**src/rtl/rpn_stack_fsm.sv**
```systemverilog
// RPN calculator controller: keypad codes drive a DEPTH-deep operand stack, ALU handshake and register file.
// Key strobes update state one cycle later; key=0 while an ALU/load/store operation is in flight drops strobes.
module rpn_stack_fsm #(
  parameter int WIDTH  = 8,
  parameter int DEPTH  = 4,
  parameter int NREGS  = 10,
  parameter int ADDR_W = 4
) (
  input  logic              clk,
  input  logic              reset,
  input  logic [3:0]        tecla,
  input  logic              tecla_valid,
  input  logic [WIDTH-1:0]  calcresult,
  input  logic              overflow,
  input  logic              ready,
  input  logic [WIDTH-1:0]  regload,
  output logic [ADDR_W-1:0] regadress,
  output logic [WIDTH-1:0]  regstore,
  output logic              regwrite,
  output logic              alu_start,
  output logic              subtract,
  output logic [WIDTH-1:0]  A,
  output logic [WIDTH-1:0]  B,
  output logic              ok,
  output logic              key
);

  localparam logic [WIDTH-1:0] MAXV = {1'b0, {(WIDTH-1){1'b1}}};

  typedef enum logic [2:0] {IDLE, ENTRY, ALU_WAIT, LOAD_WAIT, ERR} state_t;

  state_t             state;
  logic               lift;
  logic [WIDTH-1:0]   stack [DEPTH];
  logic [WIDTH+3:0]   entry_val;
  logic               accept;
  logic               addr_bad;

  assign accept    = tecla_valid & key;
  assign entry_val = ({4'b0, stack[0]} * (WIDTH+4)'(10)) + {{WIDTH{1'b0}}, tecla};
  assign addr_bad  = stack[0] >= WIDTH'(NREGS);

  assign ok = (state != ERR);
  assign A  = (state == ERR) ? MAXV : stack[1];
  assign B  = (state == ERR) ? MAXV : stack[0];

  always_ff @(posedge clk) begin
    if (!reset) begin
      state     <= IDLE;
      lift      <= 1'b0;
      for (int i = 0; i < DEPTH; i++) stack[i] <= '0;
      regadress <= '0;
      regstore  <= '0;
      regwrite  <= 1'b0;
      alu_start <= 1'b0;
      subtract  <= 1'b0;
      key       <= 1'b1;
    end else begin
      regwrite  <= 1'b0;
      alu_start <= 1'b0;
      key       <= 1'b1;
      case (state)
        IDLE, ENTRY: begin
          if (accept) begin
            case (tecla)
              4'hA, 4'hB: begin
                alu_start <= 1'b1;
                subtract  <= tecla[0];
                key       <= 1'b0;
                state     <= ALU_WAIT;
              end
              4'hC: begin
                if (addr_bad) begin
                  state <= ERR;
                end else begin
                  regadress <= stack[0][ADDR_W-1:0];
                  regstore  <= stack[1];
                  regwrite  <= 1'b1;
                  // Holding key low for the write cycle keeps alu_start off the next cycle.
                  key       <= 1'b0;
                  lift      <= 1'b1;
                  state     <= IDLE;
                end
              end
              4'hD: begin
                if (addr_bad) begin
                  state <= ERR;
                end else begin
                  regadress <= stack[0][ADDR_W-1:0];
                  key       <= 1'b0;
                  state     <= LOAD_WAIT;
                end
              end
              4'hE: begin
                for (int i = DEPTH-1; i > 0; i--) stack[i] <= stack[i-1];
                lift  <= 1'b0;
                state <= IDLE;
              end
              4'hF: begin
                stack[0] <= '0;
                lift     <= 1'b0;
                state    <= IDLE;
              end
              default: begin
                if (state == IDLE) begin
                  if (lift) begin
                    for (int i = DEPTH-1; i > 0; i--) stack[i] <= stack[i-1];
                  end
                  stack[0] <= WIDTH'(tecla);
                  state    <= ENTRY;
                end else if (entry_val > {4'b0, MAXV}) begin
                  state <= ERR;
                end else begin
                  stack[0] <= entry_val[WIDTH-1:0];
                end
              end
            endcase
          end
        end
        ALU_WAIT: begin
          if (ready) begin
            subtract <= 1'b0;
            if (overflow) begin
              state <= ERR;
            end else begin
              // Drop Y into the result; the bottom entry is duplicated upward.
              stack[0] <= calcresult;
              for (int i = 1; i < DEPTH-1; i++) stack[i] <= stack[i+1];
              lift  <= 1'b1;
              state <= IDLE;
            end
          end else begin
            key <= 1'b0;
          end
        end
        LOAD_WAIT: begin
          stack[0] <= regload;
          lift     <= 1'b1;
          state    <= IDLE;
        end
        ERR: begin
          if (accept && tecla == 4'hF) begin
            stack[0] <= '0;
            lift     <= 1'b0;
            state    <= IDLE;
          end
        end
        default: state <= IDLE;
      endcase
    end
  end

endmodule

```
**config.mk**
```make
export PLATFORM = sky130hd
export DESIGN_NAME = rpn_stack_fsm
export DESIGN_NICKNAME = d
export VERILOG_FILES = /design/src/rtl/rpn_stack_fsm.sv
export SDC_FILE = /design/constraint.sdc
export NUM_CORES = 1
export LEC_CHECK = 0
export CAP_MARGIN = 25
export CORE_ASPECT_RATIO = 0.6
export CORE_MARGIN = 2
export CORE_UTILIZATION = 55
export DETAILED_ROUTE_END_ITERATION = 12
export GPL_TIMING_DRIVEN = 0
export HOLD_SLACK_MARGIN = 0.05
export PLACE_DENSITY_LB_ADDON = 0.3
export SLEW_MARGIN = 20
export SYNTH_ARGS = -nofsm -noshare
export SYNTH_HDL_FRONTEND = slang
export SYNTH_SLANG_ARGS = --single-unit
```
**constraint.sdc**
```tcl
create_clock -name clk -period 4.3 [get_ports clk]
set_input_delay 0.86 -clock clk [delete_from_list [all_inputs] [get_ports clk]]
set_output_delay 0.86 -clock clk [all_outputs]
set_load 0.1 [all_outputs]
```
# Yosys cells after proc, flatten, opt, wreduce, memory -nomap -nowiden

Memories as Yosys holds them, arrays and structs flattened.
Cells that the tools add are included.

$lt $le $gt $ge: 2
Bitwise logic cells: 16
Add/sub/neg operators: 1
Shift operators: 0
Reductions and logical operators: 16
Equality and inequality tests: 19
$mul: 1
Divide/modulo/power cells: 0
Muxes and demuxes: 87

Operators by type and width:

| kind                   | number |
|---|---|
| $mux W8                | 16 |
| $mux W1                | 56 |
| $eq A4 B4 Y1 const B   | 6 |
| $mux W3                | 8 |
| $reduce_and A4 Y1      | 5 |
| $or A1 B1 Y1           | 14 |
| $add A12 B4 Y12        | 1 |
| $gt A12 B7 Y1 const B  | 1 |
| $pmux W3 S4            | 1 |
| $mul A8 B3 Y11 const B | 1 |
| $pmux W3 S3            | 1 |
| $ge A8 B4 Y1 const B   | 1 |
| $pmux W1 S2            | 4 |
| $reduce_or A2 Y1       | 4 |
| $ne A7 B4 Y1 const B   | 1 |
| $reduce_and A7 Y1      | 1 |
| $eq A3 B2 Y1 const B   | 2 |
| $ne A2 B2 Y1 const B   | 3 |
| $ne A3 B3 Y1 const B   | 2 |
| $reduce_or A6 Y1       | 1 |
| $ne A2 B1 Y1 const B   | 2 |
| $pmux W1 S4            | 1 |
| $reduce_bool A4 Y1     | 1 |
| $eq A3 B1 Y1 const B   | 1 |
| other kinds (8)        | 8 |

Output and inout bits: 33
Memory bits (read-only): 0
Memories kept: 1
Latch bits: 0
Logic and storage cells: 151
Bits in writable memories: 32
Input bits: 25
Register bits: 20

Memories:

| name  | words | width | read ports | clocked after Yosys merged registers in | write ports | line | source |
|---|---|---|---|---|---|---|---|
| stack | 4     | 8     | 4          | 0                                       | 4           | 34   | `logic [WIDTH-1:0] stack [DEPTH];` |

# Depth between registers and ports, before layout

An unclocked memory read counts as a cell.

Depth in word-level cells: 15
Mapped depth: 12
Depth with buffers taken out: 11

# Worst setup path before layout

Ideal clock, no wire load.

Path type: register -> output
Start point: register state[1]
End point: output B[0]
Slack: 0.724 ns
Arrival: 2.716 ns
Cell stages (with the launch flop): 6
Data required time: 3.440 ns
Path buffers: 2
Cell sequence: dfxtp_1 -> buf_2 -> nor2_1 -> nand2_1 -> clkbuf_1 -> nand2b_1

Cells in the longest elaborated chain, start to end: 2

Ends and longest elaborated chain:

| item                   | line | source |
|---|---|---|
| start, declared        | 32   | `state_t state;` |
| start signal, assigned | 49   | `state <= IDLE;` |
| start signal, assigned | 70   | `state <= ALU_WAIT;` |
| start signal, assigned | 74   | `state <= ERR;` |
| $eq A3 B3 Y1           | 45   | `assign B = (state == ERR) ? MAXV : stack[0];` |
| $mux W8                | 45   |  |
| end, declared          | 23   | `output logic [WIDTH-1:0] B,` |

Every way passes these cells.

# Worst setup path in the final report

Start point: register state[1]
End point: output A[7]

Cells in the longest elaborated chain, start to end: 2

Ends and longest elaborated chain:

| item          | line | source |
|---|---|---|
| $eq A3 B3 Y1  | 44   | `assign A = (state == ERR) ? MAXV : stack[1];` |
| $mux W8       | 44   |  |
| end, declared | 22   | `output logic [WIDTH-1:0] A,` |

Every way passes these cells.

==> summary.md <==
| Metric | Value |
|---|---|
| Netlist cell types | `55` |
| Synth warnings | `0` |
| DRC marker count from the first detailed-route iteration | `between 300 and 400` |
| Startpoint Class | `register` |
| Fin Setup TNS | `0 ns` |
| Area after DPL | `3750 sq um` |
| Post-CTS resize count | `0` |
| Yosys reg bits | `52` |
| Cell Count, Final, Fillers Out | `~470` |
| H-tree depth | `2` |
| Max-cap check violation count | `0` |
| RD Place Congestion | `between 0.9 and 1` |
| Setup repair after global routing missed its margin | `false` |
| Row cnt | `21` |
| Initial antenna violation count | `0` |
| Post-CTS Hold Fix Bufs | `0` |
| Post-route design area | `around 3900 sq um` |
| Post-synthesis sequential area ratio | `0.413` |
| Leading cell type in the layout, fill and taps excluded | `clkdlybuf4s50_1` |
| Initial core utilization | `0.563` |
| DRC | `0` |
| Routed wire length | `approximately 8500 um` |
| Fmax | `roughly 260 MHz` |
| Vias per cell | `roughly 6` |
| EDFF count, synth | `24` |
| Post-synthesis cell area | `between 3000 and 4000 sq um` |
| Clk pwr share | `0.206` |
| Total track usage | `0.279` |
| Switching Power | `0.000715 W` |
| Final worst clock skew | `around 0.006 ns` |
| Synthesized area per cell | `roughly 9 sq um` |
| Most frequent cells in the layout | `clkdlybuf4s50_1, nand2_1, nor2_1, dfxtp_1, edfxtp_1` |
| Post-DRT Antenna Nets | `0` |
| Bufs on Longest Clock Path | `2` |
| Hpwl dp | `6560 um` |
| P per Cell Area | `about 420 nW/um^2` |
| First-pass GRT wire length | `approximately 14,000 um` |
| Top Ports | `58` |
| Top_reg_cell synth | `dfxtp_1` |
| Clock latency on the worst-skew pair | `0.31 ns` |
| Slew @ Worst Pin | `between 0.9 and 1 ns` |
| Logic pwr share | `0.431` |
| Die Ht | `62.2 um` |
| Number of hold violations in the final report | `0` |
| Min Tclk post-route | `just under 4 ns` |
| Switching Fraction | `0.436` |
| CTS Buf Count | `5` |
| ANT cells | `0` |
| Core ar. | `between 5000 and 6000 sq um` |
| FFs w/ async S/R, synth | `0` |
| Max FO, Critical Path | `10` |
| Critical Path RT | `3.44 ns` |
| Sequential share of power | `0.363` |
| Relative slew margins | `0.342` |
| Post-synthesis cell count | `338` |
| Layout cells sized above 1 | `0.0746` |
| Peak VDD IR | `0.203 mV` |
| Critical Path End Type | `output pin` |
| WP data arrival | `~3 ns` |
| Max-slew violations | `0` |
| Dpl cells | `approximately 460` |
| Root Driver | `clkbuf_8` |
| GR Overflow Total | `0` |
| Largest net degree at the start of global routing | `17` |
| Via count | `between 2,000 and 3,000` |
| Area growth from synthesis to layout | `24.4%` |
| Leak | `1.54 nW` |
| Period Utilization, post-route | `0.897` |
| Syn nets | `380` |
| I/O Buffers | `56` |
| Post-layout util | `0.700` |
| P_int | `around 0.00092 W` |
| 1st-pass router iterations | `7` |
| Total setup buffers inserted after CTS | `0` |
| Clock Sinks | `between 50 and 60` |
| Hold Path Class | `reg -> reg` |
| Via count of the first global-routing pass | `2,692` |
| Status | `complete, no violations` |
| CTS tree | `done` |
| Wirelength per Cell | `18.1 um` |
| Die outline width | `between 100 and 150 um` |
| WS Path Type | `reg -> out` |
| Total die area | `around 6300 sq um` |
| Register clock-pin slew on the reported worst setup and hold paths | `approximately 0.1 ns` |
| Final net count | `443` |
| Setup-failing EPs final | `0` |
-- logic make-up (layout without fill, tap and decap cells) --
family | count (synthesis) | count (layout) | share of synthesized area
buffers and inverters | 21 | 85 | 0.0298
adder cells (fa/ha/maj) | 17 | 17 | 0.0733
XOR/XNOR | 6 | 6 | 0.0169
flip-flops | 52 | 52 | 0.413
multiplexers | 10 | 10 | 0.0322
AND/OR/NAND/NOR | 154 | 154 | 0.255
AO/OA/AOI/OAI | 78 | 78 | 0.181
-- power groups by stage --
stage / Combinational [W] / Sequential, W / Clock (W)
2_1_floorplan: 0.000519 / 0.000601 / 0
3_3_place_gp: 0.000686 / 0.000603 / 0
3_5_place_dp: 0.000696 / 0.000604 / 0
4_1_cts: 0.000700 / 0.000593 / 0.000340
5_1_grt: 0.000741 / 0.000598 / 0.000361
6_report: 0.000707 / 0.000595 / 0.000339
-- flip-flops by register name, summed over array words and instances (netlist names) --
register / count
regadress: 4
subtract: 1
regstore: 8
key: 1
state: 3
lift: 1
alu_start: 1
regwrite: 1
stack: 32
-- stage by stage --
| step | hold slack, ns | worst slack [ns] | power [W] |
|---|---|---|---|
| 6_report | 0.469 | 0.441 | 0.00164 |
| 5_1_grt | 0.485 | 0.301 | 0.00170 |
| 4_1_cts | 0.468 | 0.450 | 0.00163 |
| 3_5_place_dp | 0.455 | 0.610 | 0.00130 |
| 3_3_place_gp | 0.451 | 0.658 | 0.00129 |
| 2_1_floorplan | 0.486 | 0.724 | 0.00112 |
-- cell usage after synthesis (all sizes together) (5+ instances only) --
master / count / area, sq um
and2: 13 / 81.3
edfxtp: 24 / 721
nand2b: 15 / 93.8
a222oi: 5 / 50.1
a21oi: 22 / 110
nor2: 34 / 128
o21ai: 16 / 98.9
o31ai: 6 / 58.8
nand3: 22 / 110
nand2: 43 / 164
nor3: 9 / 50.1
clkbuf: 6 / 22.5
ha: 15 / 188
dfxtp: 28 / 561
mux2i: 10 / 100
inv: 9 / 33.8
buf: 6 / 36.3
-- worst max-delay path, cell delays in order (launching register included) --
cell,delay [ns]
dfxtp_1,0.37
buf_2,0.24
nor2_1,0.08
nand2_1,0.34
clkbuf_1,0.34
and2_1,0.18
clkdlybuf4s50_1,1.13
-- layer usage --
metal / global-route usage / part of all wire
met1: 0.439 / 0.47
met2: 0.388 / 0.41
met3: 0.0619 / 0.12
met4: 0.0642 / 0.0081
met5: 0 / 0
-- worst paths after layout --
path / depth (start not counted) / slack [ns] / startpoint / to
worst max-delay path: 6 / 0.44 / state[1]$_SDFFE_PN0P_ / A[7]
worst min-delay path: 2 / 0.47 / regadress[1]$_SDFFE_PN0P_ / regadress[1]$_SDFFE_PN0P_
worst max register to register: 11 / 0.86 / stack[0][1]$_SDFFE_PP0P_ / stack[0][0]$_SDFFE_PP0P_
worst min register to register: 2 / 0.47 / regadress[1]$_SDFFE_PN0P_ / regadress[1]$_SDFFE_PN0P_
-- layout make-up --
type / instances / area (sq um)
multi-input cells: 265 / 1730
fillers: 435 / 1650
flip-flops and latches: 52 / 1280
repair buffers: 56 / 561
well taps: 69 / 86.3
clock buffers: 5 / 68.8
plain buffers: 12 / 58.8
clock inverters: 3 / 42.5
inverters: 9 / 33.8
Power figures use the tool's default switching activity.
